`src/rtl/writeback_arbiter.sv`:
```
// Register-file write-port arbiter: merges single-cycle ALU results with an
// in-order FIFO of load results and reports pending-write hazards to decode.
module writeback_arbiter #(
  parameter int XLEN     = 32,
  parameter int REG_BITS = 5,
  parameter int DEPTH    = 4
) (
  input  logic                         clk,
  input  logic                         reset_n,
  input  logic                         alu_valid,
  output logic                         alu_ready,
  input  logic [REG_BITS-1:0]          alu_rd,
  input  logic [XLEN-1:0]              alu_data,
  input  logic                         ld_valid,
  output logic                         ld_ready,
  input  logic [REG_BITS-1:0]          ld_rd,
  input  logic [XLEN-1:0]              ld_data,
  output logic                         write_en,
  output logic [REG_BITS-1:0]          write_ptr,
  output logic [XLEN-1:0]              write_data,
  input  logic [REG_BITS-1:0]          query_a_ptr,
  input  logic [REG_BITS-1:0]          query_b_ptr,
  output logic                         hazard_a,
  output logic                         hazard_b,
  output logic [$clog2(DEPTH+1)-1:0]   fifo_count
);

  localparam int PW = $clog2(DEPTH);
  localparam int CW = $clog2(DEPTH + 1);

  logic [REG_BITS-1:0] rd_q   [DEPTH];
  logic [XLEN-1:0]     data_q [DEPTH];
  logic [DEPTH-1:0]    valid_q, valid_d;
  logic [PW-1:0]       head_q, head_d;
  logic [PW-1:0]       tail_q, tail_d;
  logic [CW-1:0]       count_q, count_d;

  logic                we_q, we_d;
  logic [REG_BITS-1:0] ptr_q, ptr_d;
  logic [XLEN-1:0]     wdata_q, wdata_d;

  logic full;
  logic alu_fire;
  logic push;
  logic pop;

  // A full FIFO forces a pop so loads cannot be starved by a busy ALU.
  // The pop decision uses the pre-push count, so a load never bypasses the FIFO.
  always_comb begin
    full      = (count_q == CW'(DEPTH));
    alu_ready = reset_n && !full;
    ld_ready  = reset_n && !full;
    alu_fire  = alu_valid && alu_ready;
    push      = ld_valid && ld_ready && (ld_rd != '0);
    pop       = reset_n && (full || (!alu_valid && (count_q != '0)));
  end

  always_comb begin
    we_d    = 1'b0;
    ptr_d   = ptr_q;
    wdata_d = wdata_q;
    if (alu_fire) begin
      if (alu_rd != '0) begin
        we_d    = 1'b1;
        ptr_d   = alu_rd;
        wdata_d = alu_data;
      end
    end else if (pop) begin
      we_d    = valid_q[head_q];
      ptr_d   = rd_q[head_q];
      wdata_d = data_q[head_q];
    end
  end

  always_comb begin
    valid_d = valid_q;
    if (pop) begin
      valid_d[head_q] = 1'b0;
    end
    if (push) begin
      valid_d[tail_q] = 1'b1;
    end
    head_d  = pop  ? head_q + PW'(1) : head_q;
    tail_d  = push ? tail_q + PW'(1) : tail_q;
    count_d = count_q + CW'(push) - CW'(pop);
  end

  always_ff @(posedge clk) begin
    if (!reset_n) begin
      we_q    <= 1'b0;
      ptr_q   <= '0;
      wdata_q <= '0;
      valid_q <= '0;
      head_q  <= '0;
      tail_q  <= '0;
      count_q <= '0;
    end else begin
      we_q    <= we_d;
      ptr_q   <= ptr_d;
      wdata_q <= wdata_d;
      valid_q <= valid_d;
      head_q  <= head_d;
      tail_q  <= tail_d;
      count_q <= count_d;
    end
  end

  // Payload storage needs no reset; the valid bits qualify every entry.
  always_ff @(posedge clk) begin
    if (push) begin
      rd_q[tail_q]   <= ld_rd;
      data_q[tail_q] <= ld_data;
    end
  end

  always_comb begin
    hazard_a = 1'b0;
    hazard_b = 1'b0;
    for (int i = 0; i < DEPTH; i++) begin
      if (valid_q[i] && (rd_q[i] == query_a_ptr)) hazard_a = 1'b1;
      if (valid_q[i] && (rd_q[i] == query_b_ptr)) hazard_b = 1'b1;
    end
    if (we_q && (ptr_q == query_a_ptr)) hazard_a = 1'b1;
    if (we_q && (ptr_q == query_b_ptr)) hazard_b = 1'b1;
    if (query_a_ptr == '0) hazard_a = 1'b0;
    if (query_b_ptr == '0) hazard_b = 1'b0;
  end

  assign write_en   = we_q;
  assign write_ptr  = ptr_q;
  assign write_data = wdata_q;
  assign fifo_count = count_q;

endmodule

```
`config.mk`:
```
export PLATFORM = sky130hd
export DESIGN_NAME = writeback_arbiter
export DESIGN_NICKNAME = d
export VERILOG_FILES = /design/src/rtl/writeback_arbiter.sv
export SDC_FILE = /design/constraint.sdc
export NUM_CORES = 1
export LEC_CHECK = 0
export CORE_MARGIN = 2
export CORE_UTILIZATION = 58
export DETAILED_ROUTE_END_ITERATION = 10
export PLACE_DENSITY = 0.85
export SLEW_MARGIN = 20
export SYNTH_ARGS = -nofsm -noshare
export SYNTH_HDL_FRONTEND = slang
export SYNTH_SLANG_ARGS = --single-unit
```
`constraint.sdc`:
```
create_clock -name clk -period 3.9 [get_ports clk]
set_input_delay 0.975 -clock clk [delete_from_list [all_inputs] [get_ports clk]]
set_output_delay 0.975 -clock clk [all_outputs]
set_load 0.02 [all_outputs]
```
==> results of run 1 <==
## layout by cell type (no fill, tap or decap), types with 3 or more instances in the layout
cell / Yosys / final
xor2_1: 41 / 41
a21boi_0: 4 / 4
o21ai_2: 3 / 3
o21a_1: 4 / 4
buf_4: 5 / 14
mux4_2: 38 / 38
dfxtp_1: 51 / 49
nand3_1: 12 / 12
o21ai_1: 20 / 20
nor4_1: 10 / 9
inv_6: 0 / 3
o21ai_0: 15 / 15
a31oi_1: 37 / 37
dlygate4sd2_1: 0 / 5
edfxtp_1: 148 / 148
and2_1: 7 / 7
inv_1: 8 / 8
clkbuf_16: 0 / 17
ha_1: 10 / 10
xnor2_1: 13 / 13
and2_4: 5 / 5
clkdlybuf4s50_1: 0 / 126
nand2_1: 76 / 76
## sequential cells by signal, summed over array words and instances (netlist names), named ones only
name	flops
write_data	32
data_q	128
valid_q	4
rd_q	20
head_q	2
tail_q	2
write_en	1
fifo_count	3
write_ptr	5
## area by class of cell
class	instances	area [µm²]	share of cell area [%]
Inverter	8	30.0	0.289
Sequential cell	199	5470	52.7
Timing Repair Buffer	146	1420	13.6
Tap cell	180	225	2.17
Multi-Input combinational cell	314	2660	25.6
Clock buffer	20	447	4.30
Clock inverter	12	140	1.35
## cells by family after synthesis
| family | after synthesis |
|---|---|
| adder cells (fa/ha/maj) | 11 |
| flip-flops | 199 |
| AND/OR/NAND/NOR | 120 |
| buffers and inverters | 50 |
| XOR/XNOR | 54 |
| AO/OA/AOI/OAI | 89 |
| multiplexers | 40 |
## power breakdown
| part | leakage [nW] | switching (W) | internal, W |
|---|---|---|---|
| logic | 1.51 | 0.000862 | 0.000916 |
| registers | 1.76 | 0.000281 | 0.00251 |
| clock network | 0.285 | 0.000778 | 0.000975 |
## per-layer routing
metal	vias up	track usage (%)	routed length (µm)
li1	2363	-	-
met1	2619	32.4	7710
met2	219	46.0	10100
met3	34	6.04	1210
met4	0	8.92	400
met5	-	0	0
## worst max-delay path, cell delays in order
cell and delay (ns):
clkdlybuf4s50_1 0.58, xor2_1 0.22, nor4_1 0.29, nand3_1 0.11, nand2_1 0.12, o22a_1 0.15, dlygate4sd2_1 0.34
## synthesized netlist by cell type, drive strengths merged
library cell  number  area share [%]
clkbuf            20            0.90
o21ai             38             2.4
nor2b              2            0.15
and2              12             1.0
or4                3            0.31
ha                10             1.5
o31a               1            0.10
o21a               4            0.36
or3                1           0.075
dfxtp             51              12
and3               1           0.075
buf               22             2.1
mux4              38              10
inv                8            0.36
xnor2             13             1.4
a21boi             4            0.36
fa                 1            0.24
mux2i              2            0.24
nand2             76             3.4
xor2              41             4.3
nor4              10            0.75
nor2               1            0.13
o2bb2ai            2            0.28
a31oi             37             2.8
o22a               2            0.21
o311a              1            0.25
or3b               1            0.10
nand3             13            0.84
edfxtp           148              53
## final timing paths
path	cells after the start	end	from	slack [ns]
setup / recovery	7	hazard_a	query_a_ptr[0]	0.15
hold reg to reg	2	write_data[12]	write_data[12]	0.52
setup reg to reg	11	fifo_count[2]	fifo_count[1]	1.32
hold / removal	2	write_data[12]	write_data[12]	0.52
## through the flow
step / TNS [ns] / hold slack, ns / cells / total power, W / util, %
after detailed placement: -0.264 / 0.504 / 847 / 0.00461 / 70.0
after floorplan: 0 / 0.528 / 563 / 0.00400 / -
final: 0 / 0.520 / 879 / 0.00632 / 74.2
after global placement: -0.228 / 0.503 / 847 / 0.00455 / 70.0
after global routing: 0 / 0.545 / 879 / 0.00660 / 74.2
after CTS: 0 / 0.516 / 879 / 0.00636 / 74.2
==> impl_metrics.toml, run 1 <==
[die]
io_pins = 133
fp-row-count = 43
coreArea_um2 = 14000
die_y_um = 124
die_w_um = 124
start_util_pct = 59.9
die_area_um2 = 15400

[clock_network]
cts_setup_buffers = 0
root_buffer = "clkbuf_16"
clk_latency_ns = 0.43
clk_pin_slew_worst_paths_ns = 0.07
h-tree-depth = 4
cts_sinks = 199
clock_tree.buffer_depth = 2
cts_resized = 6
cts_tree = "built"
cts_buffers = 17
hold_buffers = 0

[finish]
diodes = 0
design_area_um2 = 10400
synthToLayoutAreaGrowth_pct = 23.9
layout-drive-gt1-share_pct = 14.3
fillerInstances = 899
layout.nets = 785

[placement]
port_buffers = 132
gp_congestion = 0.862
place_ws_ns = -0.144
hpwl_um = 12300
placedInstanceArea_um2 = 9790

[global_routing]
overflow = 0
grt_max_degree = 41
grt_pass1_vias = 5507
grt_pass1_wl_um = 29400
grt_usage_pct = 26.3
antenna_found_initial = 0

[power_and_ir_drop]
ir_drop_uv = 415
p_leak_nw = 3.56
pwr_density_cell_nw_per_um2 = 609

[sta]
layout_setup_ws_ns = 0.150
finalCritPeriodShare_pct = 96.2
grt_setup_unrepaired = "false"
finalMaxSlewViolations = 0
min_period_ns = 3.75
worst_pin_slew_ns = 1.04
finClkSkew_ns = 0.0141
setup_viol = 0
maxSlewHeadroom_pct = 30.5
hold_violations = 0
fmax_ghz = 0.267

[synth]
synthXorXnorAreaFrac_pct = 5.65
ys_seq_area_share_pct = 65.2
syn_nets = 662
syn_inst = 563
synth_compound_area_share_pct = 6.74
synth_top_family_by_area = "multiplexers"
post_synth_num_cell_types = 37
synth_seq_cells = 199
syn_area_um2 = 8380
synthAdderAreaFrac_pct = 1.73
synth.area.mux_share_pct = 10.5
yosys_warnings = 0
yosys.area_share.simple_pct = 6.88
postSynthAreaPerCell_um2 = 14.9

[worst_hold_path]
hold_class = "reg -> reg"

[route]
drc = 0
wirelength_um = 19400
avgRoutedWirePerCell_um = 22.1
vias_per_cell = 5.96
dr.pass1.iters = 5
final_antenna_net_count = 0
vias = 5235
drtIter0Drc = 279

[critical_path]
critPathRequiredTime_ns = 2.92
cp-end-kind = "primary output"
worstSetupPathType = "in -> out"
startpoint_type = "input pin"
worstPathArrival_ns = 2.77
cp_max_fo = 6

[flow_run]
cap_violations = 0

[outcome]
status = "complete, no violations"
No activity file was read; power rests on OpenSTA's default activity.
==> inputs of run 2 (changes only) <==
--- a/config.mk
+++ b/config.mk
@@ -6,9 +6,9 @@
 export NUM_CORES = 1
 export LEC_CHECK = 0
 export CORE_MARGIN = 2
-export CORE_UTILIZATION = 58
+export CORE_UTILIZATION = 54
 export DETAILED_ROUTE_END_ITERATION = 10
-export PLACE_DENSITY = 0.85
+export PLACE_DENSITY = 0.8
 export SLEW_MARGIN = 20
 export SYNTH_ARGS = -nofsm -noshare
 export SYNTH_HDL_FRONTEND = slang
==> constraint.sdc (replaced) <==
create_clock -name clk -period 4.3 [get_ports clk]
set_input_delay 1.075 -clock clk [delete_from_list [all_inputs] [get_ports clk]]
set_output_delay 1.075 -clock clk [all_outputs]
set_load 0.02 [all_outputs]
==> impl_metrics.toml, run 2 (same netlist as run 1, synthesis figures left out) <==
[flow_run]
cap_violations = 0

[finish]
synthToLayoutAreaGrowth_pct = 23.5
regMostFlops = "data_q"
layout.nets = 777
layout_common_cells = "edfxtp_1, clkdlybuf4s50_1, nand2_1"
layout-drive-gt1-share_pct = 13.5
final_core_util_pct = 68.1
largest_reg_flops = 128
fillerInstances = 1032
final_cell_count_no_fill = 880
final_common_cell = "edfxtp_1"

[global_routing]
antenna_found_initial = 1
grt_usage_pct = 23.4
grt_pass1_vias = 5392
grt_max_degree = 55
grt_pass1_wl_um = 28700
overflow = 0

[critical_path]
cp_max_fo = 4
cp_slowest_cell = "clkdlybuf4s50_1"
critPathRequiredTime_ns = 3.22
crit_path_max_incr_delay_ns = 0.60
cp-end-kind = "primary output"
crit_chain = "clkdlybuf4s50_1, xor2_1, nor4_1, nand3_1, nand3_1, o22a_1, clkdlybuf4s50_1"
worstRegToRegCells = 11
worstSetupPathType = "in -> out"
worstPathArrival_ns = 3.07
startpoint_type = "input pin"

[clock_network]
cts_sinks = 199
hold_buffers = 0
clk_pin_slew_worst_paths_ns = 0.07
cts_tree = "built"
root_buffer = "clkbuf_16"
h-tree-depth = 4
clock_tree.buffer_depth = 2
cts_buffers = 17
clk_latency_ns = 0.42

[power_and_ir_drop]
power.total_w = 0.00564
ir_drop_uv = 294
p_leak_nw = 3.59
pwr_density_cell_nw_per_um2 = 545

[sta]
worst_pin_slew_ns = 1.04
grt_setup_unrepaired = "false"
fin_tns_setup_ns = 0
hold_violations = 0
setup_viol = 0
maxSlewHeadroom_pct = 30.9
fmax_ghz = 0.241
finalCritPeriodShare_pct = 96.4
finClkSkew_ns = 0.0108
min_period_ns = 4.15
finalMaxSlewViolations = 0
layout_setup_ws_ns = 0.153

[die]
start_util_pct = 55.1
die_area_um2 = 16500
die_w_um = 129
io_pins = 133
die_y_um = 129
coreArea_um2 = 15200
fp-row-count = 45

[route]
vias_per_cell = 5.76
wirelength_um = 18300
drtIter0Drc = 373
dr.pass1.iters = 4
drc = 0
avgRoutedWirePerCell_um = 20.8
final_antenna_net_count = 0
vias = 5067

[worst_hold_path]
hold_depth = 2
hold_class = "reg -> reg"

[placement]
place_inst = 847
hpwl_um = 11800
port_buffers = 132
gp_congestion = 0.847
place_ws_ns = 0.0704

[outcome]
status = "complete, no violations"
## run 2: cell count changes in the layout (fill, tap and decap cells not counted), moves of 3 or more
cell,change
clkdlybuf4s50_1,-3
buf_4,-8
dlymetal6s2s_1,+8
dlygate4sd2_1,-5
## run 2: worst paths after layout
check                  from        endpoint  slack (ns)
max          query_a_ptr[1]        hazard_a        0.15
min          write_data[20]  write_data[20]        0.53
max reg2reg   fifo_count[1]   fifo_count[2]        1.74
min reg2reg  write_data[20]  write_data[20]        0.53
## run 2: final cells by class
class | count | area (µm²) | share of cell area, %
Antenna cell | 1 | 2.50 | 0.0242
Multi-Input combinational cell | 314 | 2660 | 25.7
Tap cell | 188 | 235 | 2.27
Sequential cell | 199 | 5470 | 52.8
Clock inverter | 11 | 85.1 | 0.822
Clock buffer | 21 | 493 | 4.76
Inverter | 8 | 30.0 | 0.290
Timing Repair Buffer | 138 | 1380 | 13.3
## run 2: where the power goes
group	switching, W	internal (W)
Sequential	0.000259	0.00228
Combinational	0.000756	0.000824
Clock	0.000691	0.000836
## run 2: metal layers
layer,wire length [µm],GRT usage [%]
met2,9490,40.9
met1,7530,29.1
met3,1010,5.03
met5,0,0
met4,234,8.57
## run 2: repair_timing
action | CTS | global route
setup endpoints to repair | 0 | 2
gates resized for setup | 0 | 9
setup buffers | 0 | 0
## run 2: stage by stage
step	cell area [µm²]	hold slack (ns)
floorplan	8380	0.528
global placement	9740	0.507
detailed placement	9740	0.516
CTS	10300	0.529
global route	10300	0.553
finish	10300	0.529
## run 2: worst max-delay path: cells and delay by family
family          cells  cell delay (ns)
buf+inv             2             1.13
simple gates        3             0.50
xor+xnor            1             0.21
compound gates      1             0.15
